==> src/rtl/spi_slave_pkg.sv <==
// Shared types for the system-clock SPI slave: FSM states, SPI mode encoding
// and the helpers that map a mode onto its sample and shift edges.
package spi_slave_pkg;

   typedef enum logic {
      IDLE  = 1'b0,
      SHIFT = 1'b1
   } spi_slv_state_t;

   typedef struct packed {
      logic cpol;
      logic cpha;
   } spi_mode_t;

   localparam spi_mode_t MODE0 = '{cpol: 1'b0, cpha: 1'b0};
   localparam spi_mode_t MODE1 = '{cpol: 1'b0, cpha: 1'b1};
   localparam spi_mode_t MODE2 = '{cpol: 1'b1, cpha: 1'b0};
   localparam spi_mode_t MODE3 = '{cpol: 1'b1, cpha: 1'b1};

   // cpha=0 samples on the leading edge, cpha=1 on the trailing edge.
   function automatic logic is_sample_edge(input spi_mode_t m, input logic lead, input logic trail);
      return m.cpha ? trail : lead;
   endfunction

   function automatic logic is_shift_edge(input spi_mode_t m, input logic lead, input logic trail);
      return m.cpha ? lead : trail;
   endfunction

endpackage

==> src/rtl/spi_slave_sync.sv <==
// Two-flop synchronisers for the SPI pins plus edge pulses on the synced
// values; lead/trail are classified against the current clock polarity.
module spi_slave_sync (
   input  logic clk_i,
   input  logic reset_i,
   input  logic cpol_i,
   input  logic spi_clk_i,
   input  logic spi_mosi_i,
   input  logic spi_ss_n_i,
   output logic mosi_o,
   output logic lead_o,
   output logic trail_o,
   output logic ss_fall_o,
   output logic ss_rise_o
);

   // bit 2 = spi_clk, bit 1 = spi_mosi, bit 0 = spi_ss_n
   logic [2:0] meta_q;
   logic [2:0] sync_q;
   logic [1:0] prev_q;
   logic       sclk_chg;

   // ss_n stages come out of reset deselected so no false frame start is seen.
   always_ff @(posedge clk_i) begin
      if (reset_i) begin
         meta_q <= 3'b001;
         sync_q <= 3'b001;
         prev_q <= 2'b01;
      end else begin
         meta_q <= {spi_clk_i, spi_mosi_i, spi_ss_n_i};
         sync_q <= meta_q;
         prev_q <= {sync_q[2], sync_q[0]};
      end
   end

   assign sclk_chg  = sync_q[2] ^ prev_q[1];
   assign mosi_o    = sync_q[1];
   assign lead_o    = sclk_chg & (sync_q[2] != cpol_i);
   assign trail_o   = sclk_chg & (sync_q[2] == cpol_i);
   assign ss_fall_o = prev_q[0] & ~sync_q[0];
   assign ss_rise_o = ~prev_q[0] & sync_q[0];

endmodule

==> src/rtl/spi_slave_core.sv <==
// SPI slave oversampled on clk with rx/tx valid-ready streams.
// Optional SPI_SLAVE_LSB_FIRST_EN adds an lsb_first input for LSB-first frames.
//
// state | meaning
// IDLE  | deselected, miso not driven, waiting for ss_n fall
// SHIFT | frame in progress, miso driven, counting sample edges
module spi_slave_core
   import spi_slave_pkg::*;
#(
   parameter int                DATA_W  = 8,
   parameter logic [DATA_W-1:0] TX_IDLE = 'h00
) (
   input  logic              clk,
   input  logic              reset,
   input  logic              cpol,
   input  logic              cpha,
   input  logic              spi_clk,
   input  logic              spi_mosi,
   input  logic              spi_ss_n,
   output logic              spi_miso,
   output logic              spi_miso_oe,
   input  logic [DATA_W-1:0] tx_data,
   input  logic              tx_valid,
   output logic              tx_ready,
   output logic [DATA_W-1:0] rx_data,
   output logic              rx_valid,
   input  logic              rx_ready,
   output logic              rx_overrun,
   output logic              frame_err
`ifdef SPI_SLAVE_LSB_FIRST_EN
   ,
   input  logic              lsb_first
`endif
);

   localparam int               CNT_W    = $clog2(DATA_W);
   localparam logic [CNT_W-1:0] LAST_BIT = CNT_W'(DATA_W - 1);

   spi_slv_state_t    state_q, state_d;
   logic [CNT_W-1:0]  bit_cnt_q, bit_cnt_d;
   logic [DATA_W-1:0] rx_shift_q, rx_shift_d;
   logic [DATA_W-1:0] tx_shift_q, tx_shift_d;
   logic [DATA_W-1:0] tx_buf_q, tx_buf_d;
   logic              tx_full_q, tx_full_d;
   logic [DATA_W-1:0] rx_data_q, rx_data_d;
   logic              rx_valid_q, rx_valid_d;
   logic              overrun_q, overrun_d;
   logic              frame_err_q, frame_err_d;
   logic              miso_q, miso_d;

   logic              mosi_s, lead_s, trail_s, ss_fall_s, ss_rise_s;
   logic              sample_e, shift_e, lsb_sel;
   spi_mode_t         mode;
   logic [DATA_W-1:0] tx_next_word, rx_shifted;

   spi_slave_sync u_sync (
      .clk_i      (clk),
      .reset_i    (reset),
      .cpol_i     (cpol),
      .spi_clk_i  (spi_clk),
      .spi_mosi_i (spi_mosi),
      .spi_ss_n_i (spi_ss_n),
      .mosi_o     (mosi_s),
      .lead_o     (lead_s),
      .trail_o    (trail_s),
      .ss_fall_o  (ss_fall_s),
      .ss_rise_o  (ss_rise_s)
   );

`ifdef SPI_SLAVE_LSB_FIRST_EN
   assign lsb_sel = lsb_first;
`else
   assign lsb_sel = 1'b0;
`endif

   assign mode         = '{cpol: cpol, cpha: cpha};
   assign sample_e     = is_sample_edge(mode, lead_s, trail_s);
   assign shift_e      = is_shift_edge(mode, lead_s, trail_s);
   assign tx_next_word = tx_full_q ? tx_buf_q : TX_IDLE;
   assign rx_shifted   = lsb_sel ? {mosi_s, rx_shift_q[DATA_W-1:1]}
                                 : {rx_shift_q[DATA_W-2:0], mosi_s};

   function automatic logic pop_bit(input logic [DATA_W-1:0] w, input logic lsb);
      return lsb ? w[0] : w[DATA_W-1];
   endfunction

   function automatic logic [DATA_W-1:0] pop_word(input logic [DATA_W-1:0] w, input logic lsb);
      return lsb ? (w >> 1) : (w << 1);
   endfunction

   always_comb begin
      state_d     = state_q;
      bit_cnt_d   = bit_cnt_q;
      rx_shift_d  = rx_shift_q;
      tx_shift_d  = tx_shift_q;
      tx_buf_d    = tx_buf_q;
      tx_full_d   = tx_full_q;
      rx_data_d   = rx_data_q;
      rx_valid_d  = rx_valid_q;
      overrun_d   = overrun_q;
      frame_err_d = 1'b0;
      miso_d      = miso_q;

      if (rx_valid_q && rx_ready) begin
         rx_valid_d = 1'b0;
      end

      // Accept only into an empty buffer, loads only drain a full one: never both.
      if (tx_valid && !tx_full_q) begin
         tx_buf_d  = tx_data;
         tx_full_d = 1'b1;
      end

      unique case (state_q)
         IDLE: begin
            if (ss_fall_s) begin
               state_d    = SHIFT;
               bit_cnt_d  = '0;
               rx_shift_d = '0;
               if (tx_full_q) begin
                  tx_full_d = 1'b0;
               end
               if (!cpha) begin
                  miso_d     = pop_bit(tx_next_word, lsb_sel);
                  tx_shift_d = pop_word(tx_next_word, lsb_sel);
               end else begin
                  tx_shift_d = tx_next_word;
               end
            end
         end

         SHIFT: begin
            if (ss_rise_s) begin
               state_d     = IDLE;
               bit_cnt_d   = '0;
               miso_d      = 1'b0;
               frame_err_d = (bit_cnt_q != '0);
            end else begin
               // Every shift edge pops the next bit, so cpha=1's first leading
               // edge naturally presents the first bit of the freshly loaded word.
               if (shift_e) begin
                  miso_d     = pop_bit(tx_shift_q, lsb_sel);
                  tx_shift_d = pop_word(tx_shift_q, lsb_sel);
               end
               if (sample_e) begin
                  rx_shift_d = rx_shifted;
                  if (bit_cnt_q == LAST_BIT) begin
                     bit_cnt_d  = '0;
                     tx_shift_d = tx_next_word;
                     if (tx_full_q) begin
                        tx_full_d = 1'b0;
                     end
                     if (rx_valid_q && !rx_ready) begin
                        overrun_d = 1'b1;
                     end else begin
                        rx_data_d  = rx_shifted;
                        rx_valid_d = 1'b1;
                     end
                  end else begin
                     bit_cnt_d = bit_cnt_q + CNT_W'(1);
                  end
               end
            end
         end

         default: state_d = IDLE;
      endcase
   end

   always_ff @(posedge clk) begin
      if (reset) begin
         state_q     <= IDLE;
         bit_cnt_q   <= '0;
         rx_shift_q  <= '0;
         tx_shift_q  <= '0;
         tx_buf_q    <= '0;
         tx_full_q   <= 1'b0;
         rx_data_q   <= '0;
         rx_valid_q  <= 1'b0;
         overrun_q   <= 1'b0;
         frame_err_q <= 1'b0;
         miso_q      <= 1'b0;
      end else begin
         state_q     <= state_d;
         bit_cnt_q   <= bit_cnt_d;
         rx_shift_q  <= rx_shift_d;
         tx_shift_q  <= tx_shift_d;
         tx_buf_q    <= tx_buf_d;
         tx_full_q   <= tx_full_d;
         rx_data_q   <= rx_data_d;
         rx_valid_q  <= rx_valid_d;
         overrun_q   <= overrun_d;
         frame_err_q <= frame_err_d;
         miso_q      <= miso_d;
      end
   end

   assign spi_miso    = miso_q;
   assign spi_miso_oe = (state_q == SHIFT);
   assign tx_ready    = ~tx_full_q;
   assign rx_data     = rx_data_q;
   assign rx_valid    = rx_valid_q;
   assign rx_overrun  = overrun_q;
   assign frame_err   = frame_err_q;

endmodule
==> config.mk <==
export PLATFORM = sky130hd
export DESIGN_NAME = spi_slave_core
export DESIGN_NICKNAME = d
export VERILOG_FILES = /design/src/rtl/spi_slave_pkg.sv /design/src/rtl/spi_slave_sync.sv /design/src/rtl/spi_slave_core.sv
export SDC_FILE = /design/constraint.sdc
export NUM_CORES = 1
export LEC_CHECK = 0
export ABC_AREA = 1
export CORE_MARGIN = 2
export CORE_UTILIZATION = 58
export CTS_CLUSTER_DIAMETER = 150
export CTS_CLUSTER_SIZE = 10
export DETAILED_ROUTE_END_ITERATION = 16
export PLACE_DENSITY_LB_ADDON = 0.2
export SLEW_MARGIN = 0
export SYNTH_ARGS = -nofsm -noshare
export SYNTH_HDL_FRONTEND = slang
export SYNTH_HIERARCHICAL = 1
export SYNTH_SLANG_ARGS = --single-unit
==> constraint.sdc <==
create_clock -name clk -period 4.9 [get_ports clk]
set_clock_uncertainty 0.05 [all_clocks]
set_input_delay 0.49 -clock clk [delete_from_list [all_inputs] [get_ports clk]]
set_output_delay 0.49 -clock clk [all_outputs]
set_load 0.01 [all_outputs]
==> results of run 1 <==
report_power, final:
group	leakage (uW)	switching, uW	internal [uW]
Combinational	0.000643	58.3	40.5
Sequential	0.000393	15.8	409
Clock	0.0000473	128	113
registers in the layout, summed over array words and instances (netlist names), 2 cells and up:
register,cells
rx_data,8
tx_buf_q,8
tx_shift_q,8
rx_shift_q,7
bit_cnt_q,3
u_sync/meta_q,3
u_sync/sync_q,3
u_sync/prev_q,2
stage by stage:
stage | instances | setup WS (ns) | power [uW] | utilization (%)
6_report | 397 | 2.547 | 764.0 | 71.35
5_1_grt | 397 | 2.356 | 799.8 | 71.35
4_1_cts | 397 | 2.557 | 768.0 | 71.35
3_5_place_dp | 390 | 2.330 | 531.5 | 68.89
3_3_place_gp | 390 | 2.389 | 529.3 | 68.89
2_1_floorplan | 323 | 3.242 | 500.6 | -
logic make-up (layout without fill, tap and decap cells):
group	Yosys count	after routing
AOI/OAI and AO/OA	51	51
and+or+nand+nor	177	177
DFF	48	48
adders and majority gates	4	4
buffers and inverters	43	69
metal layers:
layer	GRT usage (%)	vias to the layer above	wire length, um
met1	32.81	965	2388
met3	5.574	6	292
met2	38.63	80	2168
li1	-	1102	-
met4	6.888	0	42
met5	0	-	0
how the worst min path moves through the flow:
stage / start / to / slack [ns] / cells past startpoint
5_1_grt: u_sync/meta_q[2]$_SDFF_PP0_ / u_sync/sync_q[2]$_SDFF_PP0_ / 0.38 / 2
2_1_floorplan: u_sync/meta_q[0]$_SDFF_PP1_ / u_sync/sync_q[0]$_SDFF_PP1_ / 0.33 / 1
6_report: u_sync/meta_q[2]$_SDFF_PP0_ / u_sync/sync_q[2]$_SDFF_PP0_ / 0.36 / 2
4_1_cts: u_sync/meta_q[2]$_SDFF_PP0_ / u_sync/sync_q[2]$_SDFF_PP0_ / 0.36 / 2
3_5_place_dp: u_sync/meta_q[2]$_SDFF_PP0_ / u_sync/sync_q[2]$_SDFF_PP0_ / 0.35 / 2
3_3_place_gp: u_sync/meta_q[0]$_SDFF_PP1_ / u_sync/sync_q[0]$_SDFF_PP1_ / 0.34 / 1
cell usage in the layout, fill, tap and decap left out, types with 2 or more instances in the layout:
| cell type | netlist | final |
|---|---|---|
| o21ai_0 | 26 | 26 |
| clkdlybuf4s50_1 | 0 | 30 |
| o22ai_1 | 4 | 4 |
| inv_2 | 5 | 5 |
| inv_4 | 2 | 2 |
| nand3_1 | 30 | 30 |
| nor2_2 | 2 | 2 |
| a31oi_1 | 2 | 2 |
| nor3_1 | 3 | 3 |
| dfxtp_1 | 48 | 48 |
| nand4_1 | 2 | 2 |
| ha_1 | 4 | 4 |
| nand2_1 | 59 | 59 |
| nor4_1 | 7 | 7 |
| clkbuf_8 | 0 | 6 |
| nor2_1 | 62 | 62 |
| or2_1 | 2 | 2 |
| inv_1 | 25 | 25 |
| a21oi_1 | 15 | 15 |
| nand2_2 | 6 | 6 |
cell type report:
| cell class | count | share of cell area, % |
|---|---|---|
| repair buffers | 30 | 11.33 |
| well taps | 48 | 2.265 |
| flip-flops and latches | 48 | 36.24 |
| clock buffers | 6 | 3.115 |
| multi-input cells | 232 | 42.00 |
| clock inverters | 1 | 0.3303 |
| inverters | 32 | 4.719 |
tightest hold or removal path, cell delays in order, from the launching register on:
cell	delay, ns
dfxtp_1	0.30
inv_1	0.04
nor2_1	0.03
==> results.md, run 1 <==
* Outcome: completed
* Initial antenna violation count at 0
* Bufs and invs on worst path at 1
* Unrepaired setup endpoints after global routing: no
* ANT cells at 0
* Worst Path Required at 4.36 ns
* Post-synth top cells: nor2_1 (62), nand2_1 (59), dfxtp_1 (48)
* Slowest-stage cell, CP: dfxtp_1
* CTS tree: yes
* Register area share after synthesis at 42.34%
* Startpoint types: flop
* Detailed Route WL at 4892 um
* DP HPWL at 3367 um
* Clock Sink Count at 48
* Avg WL per Cell at 12.32 um
* Final Hold Viols at 0
* Synth Cell Area at 0.002270 mm^2
* I/O Pins at 31
* Worst setup path startpoint: spi_miso_oe$_SDFF_PP0_
* First-pass GRT wire length at 8349 um
* Remaining DRCs at 0
* Final period util at 48.03%
* Final nets at 370
* Die area at 0.004430 mm^2
* Crit. End Element: output port
* Core Area at 0.003716 mm^2
* CTS Buf Count at 5
* Clock Tree Buf Depth at 2
* Reg area at 960.9 um^2
* Syn Nets at 344
* Die width at 66.56 um
* Number of port buffers at 30
* Clock transition at path regs at 0.09 ns
* Fin. max-slew vios at 0
* Synth top area share at 42.34%
* Setup crit end: spi_miso_oe
* Reg-to-reg critical path endpoint: rx_data[0]$_SDFFE_PP0P_
* Crit path max-delay family: flip-flops
* Synth cell types at 31
* Worst vdd ir at 250.1 uV
* Grt ovf at 0
* Largest family of logic cells by synthesized area: simple AND/OR/NAND/NOR gates
* Top-count cell post-synth: nor2_1
* Post-Syn Area per Cell at 7.027 um^2
* Setup TNS Final at 0 ns
* Clk_lat worst skew at 0.30 ns
* Gr usage total at 24.27%
* Fillers at 330
* Max-slew headroom at 47.42%
* PostCTS Resize Cnt at 0
* Placed cell areas at 0.002560 mm^2
* CP max stage delay at 0.84 ns
* Max H-tree Level at 2
* Final setup viols at 0
* F_max at 424.9 MHz
* Initial Util at 61.08%
* 1st-iter DRT viols at 194
* Die Height at 66.56 um
* Critical path data arrival time at 1.81 ns
* Post-synth EDFFs at 0
* Fin Hold WS at 0.3577 ns
* Leakage power at 0.001083 uW
* Simple-Gate Fraction of Synth Area at 34.90%
* Reg2Reg Setup Slack at 2.88 ns
* Vias in the first global route at 1,891
* Yosys Warn Count at 6
* Worst slew pin tran at 0.7876 ns
* Yosys reg bits at 48
* Area of the multi-input gates at 0.001114 mm^2
* Post-DRT Antenna Nets at 0
* PD cells at 288.2 mW/mm^2
* Post CTS Setup Buffer Count at 0
* Routed vias/inst at 5.423
* Mapped Cells at 323
* Mux contribution to synthesized area at 0%
* Critical path class: flop to output port
* Crit Path Max Fanout at 20
* Primary FF master, synth: dfxtp_1
* Fraction of registers with async set or reset after synthesis at 0%
* Synth Area in XOR/XNOR at 0%
* Final instance area at 0.002651 mm^2
* Area delta synth->final at 16.81%
* Hold Path Class: flop to flop
* Clock root buffer: clkbuf_8
* Proportion of layout cells with a drive suffix above 1 at 7.736%
* Max-Cap Viols at 0
* Critical R2R Launch: u_sync/sync_q[2]$_SDFF_PP0_
* Reg2Reg Depth at 10
* Largest net degree at the start of global routing at 31
* # hold bufs at CTS at 0
* GPL Wtd Cong at 0.8666
* DR vias at 2,153
* Worst path depth at 1
* Num rows at 22
* Drt pass-1 iters at 5
* Tmin final at 2.353 ns
* Synth Area in Adders at 2.205%
* Cell Chain, Critical Path: clkdlybuf4s50_1
* Synth Area in Compound Gates at 11.96%
* Largest cells by area after synthesis: dfxtp_1 (42%), nor2_1 (10%), nand2_1 (9.8%)
* Cell taking the most area after synthesis: dfxtp_1
(Power assumes the default switching activity.)
==> inputs of run 2 (changes only) <==
--- a/config.mk
+++ b/config.mk
@@ -7,7 +7,7 @@
 export LEC_CHECK = 0
 export ABC_AREA = 1
 export CORE_MARGIN = 2
-export CORE_UTILIZATION = 58
+export CORE_UTILIZATION = 49
 export CTS_CLUSTER_DIAMETER = 150
 export CTS_CLUSTER_SIZE = 10
 export DETAILED_ROUTE_END_ITERATION = 16
==> constraint.sdc (replaced) <==
create_clock -name clk -period 2.05 [get_ports clk]
set_clock_uncertainty 0.05 [all_clocks]
set_input_delay 0.205 -clock clk [delete_from_list [all_inputs] [get_ports clk]]
set_output_delay 0.205 -clock clk [all_outputs]
set_load 0.01 [all_outputs]
==> run 2 against run 1 <==
Count of clock-buffer cells in the layout is 1 lower; register-to-register slack worse by 2.5 ns; critical path depth is 10 higher; global-route usage is 2.5 points lower; combinational power grew to 2.6 times the previous value; sequential power is 140% higher; first-iteration DRC count is 11% higher; cell count is 3.8% higher; flip-flop and latch count stayed put; largest cell class unchanged; largest power group unchanged; highest routed layer unchanged.
==> results.md, run 2 (synthesis gave the netlist of run 1 again) <==
* Largest net degree at the start of global routing at 31 (unchanged)
* Final Hold Viols at 0 (unchanged)
* I/O Pins at 31 (unchanged)
* # hold bufs at CTS at 0 (unchanged)
* CTS Buf Count at 5 (unchanged)
* Initial antenna violation count at 0 (unchanged)
* Core Area at 0.004414 mm^2 (was 0.003716 mm^2)
* DP HPWL at 3679 um (was 3367 um)
* Worst slew pin tran at 0.3592 ns (was 0.7876 ns)
* Final instance area at 0.002776 mm^2 (was 0.002651 mm^2)
* Detailed Route WL at 5217 um (was 4892 um)
* Initial Util at 51.42% (was 61.08%)
* Logic gate share of total power at 12.3% (was 12.9%)
* First-pass GRT wire length at 9039 um (was 8349 um)
* Setup TNS Final at 0 ns (unchanged)
* Unrepaired setup endpoints after global routing: no (unchanged)
* Max-slew headroom at 75.98% (was 47.42%)
* PostCTS Resize Cnt at 0 (unchanged)
* Clk_lat worst skew at 0.30 ns (about the same)
* Clock transition at path regs at 0.09 ns (about the same)
* Final setup viols at 0 (unchanged)
* DR vias at 2,160 (was 2,153)
* Leakage power at 0.001155 uW (was 0.001083 uW)
* Slowest-stage cell, CP: dfxtp_1 (unchanged)
* Most frequent cells in the layout: nor2_1 (62), nand2_1 (59), dfxtp_1 (48) (unchanged)
* Placed cell areas at 0.002648 mm^2 (was 0.002560 mm^2)
* Proportion of layout cells with a drive suffix above 1 at 10.56% (was 7.736%)
* Post CTS Setup Buffer Count at 0 (unchanged)
* Sw Pwr at 494.2 uW (was 201.6 uW)
* Gr usage total at 21.82% (was 24.27%)
* Clock Sink Count at 48 (unchanged)
* Routed vias/inst at 5.243 (was 5.423)
* Avg WL per Cell at 12.66 um (was 12.32 um)
* Area delta synth->final at 22.33% (was 16.81%)
* Post-DRT Antenna Nets at 0 (unchanged)
* Most common cell after layout, fill and taps aside: nor2_1 (unchanged)
* Startpoint types: flop (unchanged)
* Max-Cap Viols at 0 (unchanged)
* GPL Wtd Cong at 0.8795 (was 0.8666)
* Die Height at 72.06 um (was 66.56 um)
* Number of port buffers at 30 (unchanged)
* ANT cells at 0 (unchanged)
* Clk network pwr share at 38.5% (was 31.4%)
* Seq pwr share at 49.1% (was 55.7%)
* CP max stage delay at 0.39 ns (was 0.84 ns)
* Final period util at 82.05%
* Die width at 72.06 um (was 66.56 um)
* Crit Path Max Fanout at 9 (was 20)
* 1st-iter DRT viols at 216 (was 194)
* Internal at 1564 uW (was 562.4 uW)
* Critical path class: flop to flop (was flop to output port)
* F_max at 594.5 MHz
* Final nets at 381 (was 370)
* Vias in the first global route at 2,032 (was 1,891)
* Cell Chain, Critical Path: inv_2 > nand2_1 > nand2_1 > nor2_1 > nand2_1 > nand2_2 > nand2_2 > nor3_4 > nand2_1 > nand2_1 > nor2_1 (was clkdlybuf4s50_1)
* PD cells at 741.2 mW/mm^2 (was 288.2 mW/mm^2)
* Fin Hold WS at 0.3598 ns (was 0.3577 ns)
* Critical path data arrival time at 1.83 ns (was 1.81 ns)
* Worst Path Required at 2.20 ns (was 4.36 ns)
* Hold Path Class: flop to flop (unchanged)
* Worst vdd ir at 478.4 uV (was 250.1 uV)
* Outcome: completed (unchanged)
* Tmin final at 1.682 ns
* Crit. End Element: flop (was output port)
* Max H-tree Level at 2 (unchanged)
* Die area at 0.005193 mm^2 (was 0.004430 mm^2)
* Fin. max-slew vios at 0 (unchanged)
* Num rows at 24 (was 22)
* Most frequent CP cell: nand2_1
* Clock root buffer: clkbuf_8 (unchanged)
* CTS tree: yes (unchanged)
* Grt ovf at 0 (unchanged)
* Drt pass-1 iters at 4 (was 5)
* Remaining DRCs at 0 (unchanged)
* Sw frac at 24.02% (was 26.38%)
* Clock Tree Buf Depth at 2 (unchanged)
run 2: cell count changes in the layout (fill, tap and decap cells not counted):
cell       before  now
buf_4           0   11
clkbuf_8        6    5
clkinv_4        1    0
bufinv_16       0    2
run 2: per-layer routing:
layer,GRT usage (%),vias up,part of all wire (%)
met5,0,-,0
li1,-,1117,-
met4,5.241,0,1.2
met1,30.40,982,49
met2,35.37,54,45
met3,3.750,7,5.0
run 2: power groups by stage:
stage	Sequential, uW	Combinational, uW	Clock (uW)
after floorplan	1020	175	0
after global placement	1030	248	0
after detailed placement	1030	251	0
after CTS	1010	253	801
after global routing	1020	288	838
final	1010	254	793
run 2: critical path, delay by kind of cell, from the launching register on:
| family | cells | cell delay [ns] |
|---|---|---|
| flip-flops | 1 | 0.39 |
| buffers and inverters | 1 | 0.07 |
| AND/OR/NAND/NOR | 10 | 1.09 |
run 2: worst paths after layout:
| path | start | endpoint | slack (ns) | cells after the start |
|---|---|---|---|---|
| worst min register to register | u_sync/meta_q[2]$_SDFF_PP0_ | u_sync/sync_q[2]$_SDFF_PP0_ | 0.36 | 2 |
| worst max-delay path | u_sync/sync_q[2]$_SDFF_PP0_ | rx_data[2]$_SDFFE_PP0P_ | 0.37 | 11 |
| worst min-delay path | u_sync/meta_q[2]$_SDFF_PP0_ | u_sync/sync_q[2]$_SDFF_PP0_ | 0.36 | 2 |
| worst max register to register | u_sync/sync_q[2]$_SDFF_PP0_ | rx_data[2]$_SDFFE_PP0P_ | 0.37 | 11 |
run 2: cell type report:
cell class	count	area, um^2
Sequential cell	48	960.9
Timing Repair Buffer	41	382.9
Inverter	32	125.1
Clock inverter	2	60.06
Tap cell	52	65.06
Multi-Input combinational cell	232	1114
Fill cell	436	1638
Clock buffer	5	68.82
run 2: metrics by stage:
stage               total power [uW]  utilization [%]  setup slack [ns]  cells
floorplan                       1197                -            0.4956    323
global route                    2143            62.90            0.1863    412
finish                          2058            62.90            0.3679    412
global placement                1279            59.98            0.1118    405
CTS                             2064            62.90            0.3567    412
detailed placement              1283            59.98           0.06123    405
